`config.mk`:
```
export PLATFORM = sky130hd
export DESIGN_NAME = alu_issue_stage_flat
export DESIGN_NICKNAME = d
export VERILOG_FILES = /design/src/rtl/alu_pkg.sv /design/src/rtl/alu_issue_if.sv /design/src/rtl/alu_operand_mux.sv /design/src/rtl/alu_issue_stage.sv /design/src/flat_wrapper.sv
export SDC_FILE = /design/constraint.sdc
export NUM_CORES = 1
export LEC_CHECK = 0
export BUFFER_PORTS_ARGS = -buffer_cell sky130_fd_sc_hd__buf_4
export CELL_PAD_IN_SITES_DETAIL_PLACEMENT = 0
export CELL_PAD_IN_SITES_GLOBAL_PLACEMENT = 2
export CORE_MARGIN = 2
export CORE_UTILIZATION = 30
export CTS_CLUSTER_DIAMETER = 200
export DETAILED_ROUTE_END_ITERATION = 10
export GPL_ROUTABILITY_DRIVEN = 0
export GPL_TIMING_DRIVEN = 0
export PLACE_DENSITY = 0.74
export RECOVER_POWER = 100
export SLEW_MARGIN = 10
export SYNTH_ARGS = -nofsm -noshare
export SYNTH_HDL_FRONTEND = slang
export SYNTH_SLANG_ARGS = --single-unit
```
`constraint.sdc`:
```
create_clock -name clk -period 2.7 [get_ports clk]
set_input_delay 0.405 -clock clk [delete_from_list [all_inputs] [get_ports clk]]
set_output_delay 0.405 -clock clk [all_outputs]
set_load 0.02 [all_outputs]
```
`src/rtl/alu_pkg.sv`:
```
// Shared types and constants for the ALU issue stage: op codes, selector encodings,
// the registered ALU request record and the output/skid occupancy state.
package alu_pkg;

    localparam int DW   = 32;
    localparam int IMMW = 16;

    typedef enum logic [2:0] {
        OP_ADD  = 3'd0,
        OP_NOR  = 3'd1,
        OP_NORI = 3'd2,
        OP_NOT  = 3'd3,
        OP_BLEU = 3'd4,
        OP_ROLV = 3'd5,
        OP_RORV = 3'd6
    } op_e;

    localparam logic [4:0] SEL_ADD  = 5'b10000;
    localparam logic [4:0] SEL_NOR  = 5'b10011;
    localparam logic [4:0] SEL_NORI = 5'b00111;
    localparam logic [4:0] SEL_NOT  = 5'b00010;
    localparam logic [4:0] SEL_BLEU = 5'b01000;
    localparam logic [4:0] SEL_ROLV = 5'b00000;
    localparam logic [4:0] SEL_RORV = 5'b00001;

    typedef struct packed {
        logic [DW-1:0] i1;
        logic [DW-1:0] i2;
        logic [4:0]    sel;
        logic [4:0]    rd;
    } alu_req_t;

    // Idle value presented to the ALU after reset: zero operands, ADD selector.
    localparam alu_req_t REQ_RESET = '{i1: '0, i2: '0, sel: SEL_ADD, rd: '0};

    // EMPTY: nothing held; ONE: output reg full; TWO: output and skid regs full.
    typedef enum logic [1:0] {
        ST_EMPTY = 2'd0,
        ST_ONE   = 2'd1,
        ST_TWO   = 2'd2
    } occ_e;

endpackage

```
`src/rtl/alu_issue_if.sv`:
```
// Decode-to-ALU handshake bundle: decode-side request channel and ALU-side operand channel.
// slave is the issue stage's view, master is the view of whoever drives decode and consumes ops.
interface alu_issue_if #(parameter int CNTW = 32);
    import alu_pkg::*;

    logic              in_valid;
    logic              in_ready;
    op_e               in_op;
    logic [DW-1:0]     in_rs;
    logic [DW-1:0]     in_rt;
    logic [IMMW-1:0]   in_imm;
    logic [4:0]        in_rd;

    logic              out_valid;
    logic              out_ready;
    logic [DW-1:0]     alu_i1;
    logic [DW-1:0]     alu_i2;
    logic [4:0]        alu_sel;
    logic [4:0]        out_rd;
    logic              illegal_op;
    logic [CNTW-1:0]   issued_cnt;

    modport slave (
        input  in_valid, in_op, in_rs, in_rt, in_imm, in_rd, out_ready,
        output in_ready, out_valid, alu_i1, alu_i2, alu_sel, out_rd, illegal_op, issued_cnt
    );

    modport master (
        output in_valid, in_op, in_rs, in_rt, in_imm, in_rd, out_ready,
        input  in_ready, out_valid, alu_i1, alu_i2, alu_sel, out_rd, illegal_op, issued_cnt
    );

endinterface

```
`src/rtl/alu_operand_mux.sv`:
```
// Combinational operand former: maps an op code plus rs/rt/imm onto ALU I1/I2/Selector
// and flags op codes with no ALU mapping.
module alu_operand_mux
    import alu_pkg::*;
(
    input  op_e             op,
    input  logic [DW-1:0]   rs,
    input  logic [DW-1:0]   rt,
    input  logic [IMMW-1:0] imm,
    input  logic [4:0]      rd,
    output alu_req_t        req,
    output logic            illegal
);

    always_comb begin
        // NOTE: every output gets a default before the case so no path leaves it unassigned (no latch).
        req     = REQ_RESET;
        req.rd  = rd;
        illegal = 1'b0;
        case (op)
            OP_ADD:  begin req.i1 = rs; req.i2 = rt; req.sel = SEL_ADD;  end
            OP_NOR:  begin req.i1 = rs; req.i2 = rt; req.sel = SEL_NOR;  end
            OP_NORI: begin req.i1 = rs; req.i2 = {{(DW-IMMW){1'b0}}, imm}; req.sel = SEL_NORI; end
            OP_NOT:  begin req.i1 = rs; req.i2 = '0; req.sel = SEL_NOT;  end
            OP_BLEU: begin req.i1 = rs; req.i2 = rt; req.sel = SEL_BLEU; end
            // Rotates take the value from rt and the rotate amount from the low bits of rs.
            OP_ROLV: begin req.i1 = rt; req.i2 = {{(DW-5){1'b0}}, rs[4:0]}; req.sel = SEL_ROLV; end
            OP_RORV: begin req.i1 = rt; req.i2 = {{(DW-5){1'b0}}, rs[4:0]}; req.sel = SEL_RORV; end
            default: illegal = 1'b1;
        endcase
    end

endmodule

```
`src/rtl/alu_issue_stage.sv`:
```
// ALU issue stage: registered operand/selector output with a one-entry skid register behind it,
// giving full throughput under back-pressure; drops illegal ops and counts issued ops.
module alu_issue_stage
    import alu_pkg::*;
#(
    parameter int CNTW = 32
) (
    input  logic      clk,
    input  logic      rst_n,
    alu_issue_if.slave bus
);

    alu_req_t        req;
    logic            illegal;
    alu_req_t        o_q;
    alu_req_t        s_q;
    occ_e            state;
    occ_e            state_next;
    logic            in_ready_q;
    logic            illegal_q;
    logic [CNTW-1:0] cnt_q;

    logic            out_valid;
    logic            drain;
    logic            push;
    logic            o_load_new;
    logic            o_load_skid;
    logic            s_load;

    alu_operand_mux u_mux (
        .op      (bus.in_op),
        .rs      (bus.in_rs),
        .rt      (bus.in_rt),
        .imm     (bus.in_imm),
        .rd      (bus.in_rd),
        .req     (req),
        .illegal (illegal)
    );

    assign drain = out_valid & bus.out_ready;
    // Illegal ops complete the handshake but never take a buffer slot.
    assign push  = bus.in_valid & in_ready_q & ~illegal;

    // in_ready is registered from the next occupancy so out_ready never reaches it combinationally.
    always_ff @(posedge clk) begin
        // NOTE: sequential state uses non-blocking assignments so all flops update from pre-edge values.
        if (!rst_n) begin
            state      <= ST_EMPTY;
            in_ready_q <= 1'b0;
        end else begin
            state      <= state_next;
            in_ready_q <= (state_next != ST_TWO);
        end
    end

    always_comb begin
        state_next = state;
        case (state)
            ST_EMPTY: if (push) state_next = ST_ONE;
            ST_ONE: begin
                if (push && !drain)      state_next = ST_TWO;
                else if (!push && drain) state_next = ST_EMPTY;
            end
            ST_TWO:   if (drain) state_next = ST_ONE;
            default:  state_next = ST_EMPTY;
        endcase
    end

    always_comb begin
        out_valid   = (state != ST_EMPTY);
        o_load_new  = push & ((state == ST_EMPTY) | ((state == ST_ONE) & bus.out_ready));
        o_load_skid = (state == ST_TWO) & bus.out_ready;
        s_load      = push & (state == ST_ONE) & ~bus.out_ready;
    end

    always_ff @(posedge clk) begin
        // NOTE: the two data registers are reset too, so the ALU sees a defined idle op after reset.
        if (!rst_n) begin
            o_q       <= REQ_RESET;
            s_q       <= REQ_RESET;
            illegal_q <= 1'b0;
            cnt_q     <= '0;
        end else begin
            if (o_load_skid)     o_q <= s_q;
            else if (o_load_new) o_q <= req;
            if (s_load)          s_q <= req;
            illegal_q <= bus.in_valid & in_ready_q & illegal;
            if (drain)           cnt_q <= cnt_q + CNTW'(1);
        end
    end

    assign bus.in_ready   = in_ready_q;
    assign bus.out_valid  = out_valid;
    assign bus.alu_i1     = o_q.i1;
    assign bus.alu_i2     = o_q.i2;
    assign bus.alu_sel    = o_q.sel;
    assign bus.out_rd     = o_q.rd;
    assign bus.illegal_op = illegal_q;
    assign bus.issued_cnt = cnt_q;

endmodule

```
`src/flat_wrapper.sv`:
```
// flat-port wrapper written by rule: the top's interface ports become plain ports
module alu_issue_stage_flat import alu_pkg::*;
#(
    parameter int CNTW = 32
)
  (clk, rst_n, bus_in_valid, bus_in_op, bus_in_rs, bus_in_rt, bus_in_imm, bus_in_rd, bus_out_ready, bus_in_ready, bus_out_valid, bus_alu_i1, bus_alu_i2, bus_alu_sel, bus_out_rd, bus_illegal_op, bus_issued_cnt);
  alu_issue_if #(.CNTW(CNTW)) bus_i ();
  input  logic clk;
  input  logic rst_n;
  input wire logic [$bits(bus_i.in_valid)-1:0] bus_in_valid;
  input wire logic [$bits(bus_i.in_op)-1:0] bus_in_op;
  input wire logic [$bits(bus_i.in_rs)-1:0] bus_in_rs;
  input wire logic [$bits(bus_i.in_rt)-1:0] bus_in_rt;
  input wire logic [$bits(bus_i.in_imm)-1:0] bus_in_imm;
  input wire logic [$bits(bus_i.in_rd)-1:0] bus_in_rd;
  input wire logic [$bits(bus_i.out_ready)-1:0] bus_out_ready;
  output wire logic [$bits(bus_i.in_ready)-1:0] bus_in_ready;
  output wire logic [$bits(bus_i.out_valid)-1:0] bus_out_valid;
  output wire logic [$bits(bus_i.alu_i1)-1:0] bus_alu_i1;
  output wire logic [$bits(bus_i.alu_i2)-1:0] bus_alu_i2;
  output wire logic [$bits(bus_i.alu_sel)-1:0] bus_alu_sel;
  output wire logic [$bits(bus_i.out_rd)-1:0] bus_out_rd;
  output wire logic [$bits(bus_i.illegal_op)-1:0] bus_illegal_op;
  output wire logic [$bits(bus_i.issued_cnt)-1:0] bus_issued_cnt;
  assign bus_i.in_valid = bus_in_valid;
  assign bus_i.in_op = bus_in_op;
  assign bus_i.in_rs = bus_in_rs;
  assign bus_i.in_rt = bus_in_rt;
  assign bus_i.in_imm = bus_in_imm;
  assign bus_i.in_rd = bus_in_rd;
  assign bus_i.out_ready = bus_out_ready;
  assign bus_in_ready = bus_i.in_ready;
  assign bus_out_valid = bus_i.out_valid;
  assign bus_alu_i1 = bus_i.alu_i1;
  assign bus_alu_i2 = bus_i.alu_i2;
  assign bus_alu_sel = bus_i.alu_sel;
  assign bus_out_rd = bus_i.out_rd;
  assign bus_illegal_op = bus_i.illegal_op;
  assign bus_issued_cnt = bus_i.issued_cnt;
  alu_issue_stage #(.CNTW(CNTW)) u_core (.clk(clk), .rst_n(rst_n), .bus(bus_i));
endmodule
```
==> results by stage <==
Synth:
- By area, the combinational part of the netlist is dominated by compound AO/OA/AOI/OAI gates.
- The post-synthesis cell count is ~960.
- After Yosys synthesis, full adders, half adders and majority gates account for 0.158% of the synthesized area.
- In the synthesized netlist the async set-or-reset flop fraction comes to 0%.
- In the synthesized netlist the dominant register cell turns out to be sky130_fd_sc_hd__dfxtp_1.
- Summing the areas of all compound-gate instances in the mapped netlist gives 28.0% of the synthesized area.
- The post-synthesis net count is between 1,000 and 1,500.
- In this run, synthesis produced a sequential element count of 184.
- Averaged over all synthesized cells, the footprint is 8.22 um2.
- The number of flops mapped to enable cells by yosys is 0.
- After synthesis the cells add up to 7930 um2.
- The largest area contributor in the netlist is sky130_fd_sc_hd__dfxtp_1.
- The simple-gate share of the synthesized area is 18.8%.
- The number of different library cells used by synthesis comes to 48.
- The xor and xnor fraction of the mapped netlist area is 1.22%.
- The Yosys step of the flow raised 0 warnings.
- For this run, the register share of the synthesized area comes to between 40 and 50%.
- The synthesized design devotes to its leading area cell type 46.5% of total area.
- By area the synthesized netlist is led by sky130_fd_sc_hd__dfxtp_1, sky130_fd_sc_hd__a21oi_1, sky130_fd_sc_hd__nand2_1.
- Of the post-synthesis cell area, the part taken by muxes is 0.252%.

STA:
- The post-route setup TNS is 0 ns.
- The number of max-slew violations in the final report is 0.
- Setup violations remaining at the end of the flow were counted as 0.
- The highest clock frequency the design can meet is 396 MHz.
- Setup repair after global routing left no endpoint under its margin.
- The worst relative slew slack is between 40 and 50%.
- At the pin with the least slew margin, the transition time is between 0.7 and 0.8 ns.
- The final clock period utilization by the worst path is between 90% and 100%.
- The final hold slack is 0.239 ns.
- The worst clock skew is 0.0116 ns.
- Once routing completed, OpenROAD measured the worst setup slack at 0.176 ns.
- The routed design could run at a clock period as short as between 2 and 3 ns.
- The total count of hold-check failures in the final report came to 0.

Routing:
- After detailed routing, the number of remaining DRC violations is 0.
- The total number of vias is 8,076.
- The first detailed-routing pass ran for 5 iterations.
- The residual antenna-violating net count after detailed routing is 0.
- The routed length per placed instance is 20.4 um.
- The final routed wirelength across all metal layers is 31,100 um.
- After detailed routing, the number of vias per cell comes to 5.28.
- The first routing iteration left 557 violations.

Floorplanning:
- The placeable core area is 26,000 um2.
- The total die area is 27,700 um2.
- The number of ports placed on the die boundary is 201.
- For this configuration, the core starts out at a cell density of between 30 and 40%.
- The site row count is between 50 and 60.
- The vertical die dimension is 167 um.
- The die is 167 um wide.

Run status:
- The run finished with clean final reports.

Critical path:
- The master of the slowest instance on the critical path is sky130_fd_sc_hd__buf_2.
- The cell family contributing the most delay on the critical path is buffers and inverters.
- The most critical setup path has its startpoint at u_core.state[1].
- The worst reg2reg path startpoint is u_core.state[1].
- The startpoint type of the worst setup path is a flop.
- For this run, the slowest stage of the critical path takes 0.34 ns.
- The endpoint kind of the worst setup timing path is a flop.
- The critical path crosses 9 cells after its start point.
- The largest fanout on the critical path is 10.
- At the worst endpoint, the required time is 3.06 ns.
- The path type of the worst setup path is reg2reg.
- The critical path ends at u_core.bus.alu_i2[24].
- The signal on the critical path passes through buf_2 -> and3b_1 -> clkbuf_1 -> and3_1 -> clkbuf_1 -> buf_2 -> clkbuf_2 -> a31oi_1 -> a21oi_1.
- STA puts the critical path data arrival time at 2.88 ns.
- The number of buffers and inverters on the critical path is 5.
- The number of cell instances on the worst register-to-register path is 9.
- The reg-to-reg setup timing slack is 0.18 ns.
- The destination of the worst register-to-register timing path is u_core.bus.alu_i2[24].

Finish:
- The library cells used most frequently in the layout, excluding fill and tap cells, are sky130_fd_sc_hd__clkbuf_1, sky130_fd_sc_hd__dfxtp_1, sky130_fd_sc_hd__nand2_1, sky130_fd_sc_hd__a21oi_1, sky130_fd_sc_hd__buf_4.
- The library cell used most frequently in the layout, excluding fill and tap cells, is sky130_fd_sc_hd__clkbuf_1.
- The layout overhead on the synthesized area is 26.3%.
- The final design utilization is between 30% and 40%.
- The final antenna diode count is 0.
- The post-route non-filler standard cell count is 1,529.
- The finished cells cover roughly 10,000 um2.
- The layout cell share with drive strength beyond 1 is between 10% and 20%.
- The final layout contains 1,274 nets.

Placement:
- Before CTS, the worst setup slack after placement is -0.137 ns.
- Buffers placed on the I/O ports in this run total 198.
- Including well taps, the total number of placed cells is 1,497.
- The placed instances occupy a cell area of 9830 um2.
- The sum of net half-perimeters after detailed placement is 23,300 um.

Power and ir drop:
- Net switching is 27.3% of the power.
- In this run, the combinational gates consume 11.6% of the power.
- The leakage dissipation is 3.22 nW.
- The worst voltage drop across the vdd grid is 0.365 mV.
- The share of total power dissipated in sequential elements is a little under half.
- The clock network power share is 42.6%.
- Cell internal power was estimated by the tool at 4.45 mW.
- Overall power consumption after layout is estimated at 6.13 mW.
- Dividing total power by cell area gives a power density of 612 nW/um2.
- The switching power is 1.68 mW.

Clock tree:
- No sink is reached through more buffers than the 2 on the longest clock path.
- The clock reaches the later pin of the worst-skew pair after 0.43 ns.
- In this run, CTS created clock tree buffers numbering 17.
- The maximum level of the CTS H-tree is 4.
- The clock net in this run drives a total of 184 sinks.
- TritonCTS built the clock tree.
- Clock tree synthesis selected as its root buffer the cell sky130_fd_sc_hd__clkbuf_16.
- Clock-pin slew was measured on the worst setup and hold paths at 0.07 ns.

Global routing:
- Entering global routing, the biggest net connects 17 pins.
- Summed over all layers, the global routing overflow is 0.
- The wire length of the first global-routing pass is 47,900 um.
- The initial antenna violation count came to 0.
- The total routing resource utilization after global routing is approximately 22%.
- The via count of the first global-routing pass is 7,810.

Hold path:
- The path class of the tightest hold or removal check is in2reg.

Run:
- The count of max-cap constraint violations is 0.
tightest hold or removal path, stage by stage:
cell and delay, ns:
sky130_fd_sc_hd__buf_4 0.11, sky130_fd_sc_hd__nand2_1 0.05, sky130_fd_sc_hd__a21oi_1 0.05
synthesized netlist by cell type (3+ instances only):
cell and number:
sky130_fd_sc_hd__nand3b_1 17, sky130_fd_sc_hd__nor3_1 8, sky130_fd_sc_hd__buf_2 10, sky130_fd_sc_hd__or3_1 14
sky130_fd_sc_hd__o31ai_1 8, sky130_fd_sc_hd__o211ai_1 5, sky130_fd_sc_hd__a21o_1 11, sky130_fd_sc_hd__a32oi_1 5
sky130_fd_sc_hd__inv_1 9, sky130_fd_sc_hd__nand3_1 41, sky130_fd_sc_hd__a221oi_1 5, sky130_fd_sc_hd__or4_1 10
sky130_fd_sc_hd__dfxtp_1 184, sky130_fd_sc_hd__nand4_1 4, sky130_fd_sc_hd__nor4_1 3, sky130_fd_sc_hd__nand2b_1 9
sky130_fd_sc_hd__a22oi_1 51, sky130_fd_sc_hd__nor2_1 33, sky130_fd_sc_hd__buf_1 3, sky130_fd_sc_hd__a32o_1 32
sky130_fd_sc_hd__clkbuf_1 78, sky130_fd_sc_hd__nand2_1 163, sky130_fd_sc_hd__a31oi_1 12, sky130_fd_sc_hd__o21ai_0 42
sky130_fd_sc_hd__a21oi_1 156, sky130_fd_sc_hd__xnor2_1 9, sky130_fd_sc_hd__a311oi_1 11
cell families after synthesis:
kind of cell	after synthesis
flops	184
compound gates	347
mux	2
simple gates	317
buf+inv	102
fa+ha+maj	1
xor+xnor	11
area by class of cell:
cell class	instances	area (um2)
flip-flops and latches	184	3680
repair buffers	198	1080
fillers	2816	16000
clock buffers	21	460
well taps	335	419
inverters	9	33.8
multi-input cells	678	3830
plain buffers	93	367
clock inverters	11	139
metal layers:
layer	GRT usage [%]	vias up	wire length, um
li1	-	3939	-
met5	0	-	0
met4	4.61	0	343
met2	34.2	214	14100
met3	4.54	19	1670
met1	31.6	3904	15000
flip-flops by register name, indices dropped and copies added, names as in the netlist:
signal / count
u_core.bus.alu_sel: 5
u_core.bus.illegal_op: 1
u_core.bus.in_ready: 1
u_core.bus.alu_i2: 32
u_core.bus.out_rd: 5
u_core.s_q: 74
u_core.state: 2
u_core.bus.issued_cnt: 32
u_core.bus.alu_i1: 32
what timing repair did:
action | in CTS | in global routing
hold buffers | 0 | 0
setup endpoints to repair | 22 | 0
setup buffers | 0 | 0
gates resized for setup | 1 | 0
worst min-delay path by stage:
stage,to,depth (start not counted),start
5_1_grt,u_core.bus.illegal_op,3,bus_in_valid
3_3_place_gp,u_core.s_q[41],2,u_core.s_q[41]
6_report,u_core.s_q[2],3,bus_in_rd[2]
4_1_cts,u_core.s_q[2],3,bus_in_rd[2]
3_5_place_dp,u_core.s_q[30],2,u_core.s_q[30]
2_1_floorplan,u_core.s_q[35],2,u_core.s_q[35]
power groups by stage:
stage          logic [mW]  registers (mW)  clock network (mW)
5_1_grt             0.771            2.82                2.74
4_1_cts             0.754            2.81                2.65
3_5_place_dp        0.751            2.88                   0
2_1_floorplan       0.320            2.93                   0
6_report            0.708            2.81                2.61
3_3_place_gp        0.750            2.88                   0
Power figures use the tool's default switching activity.
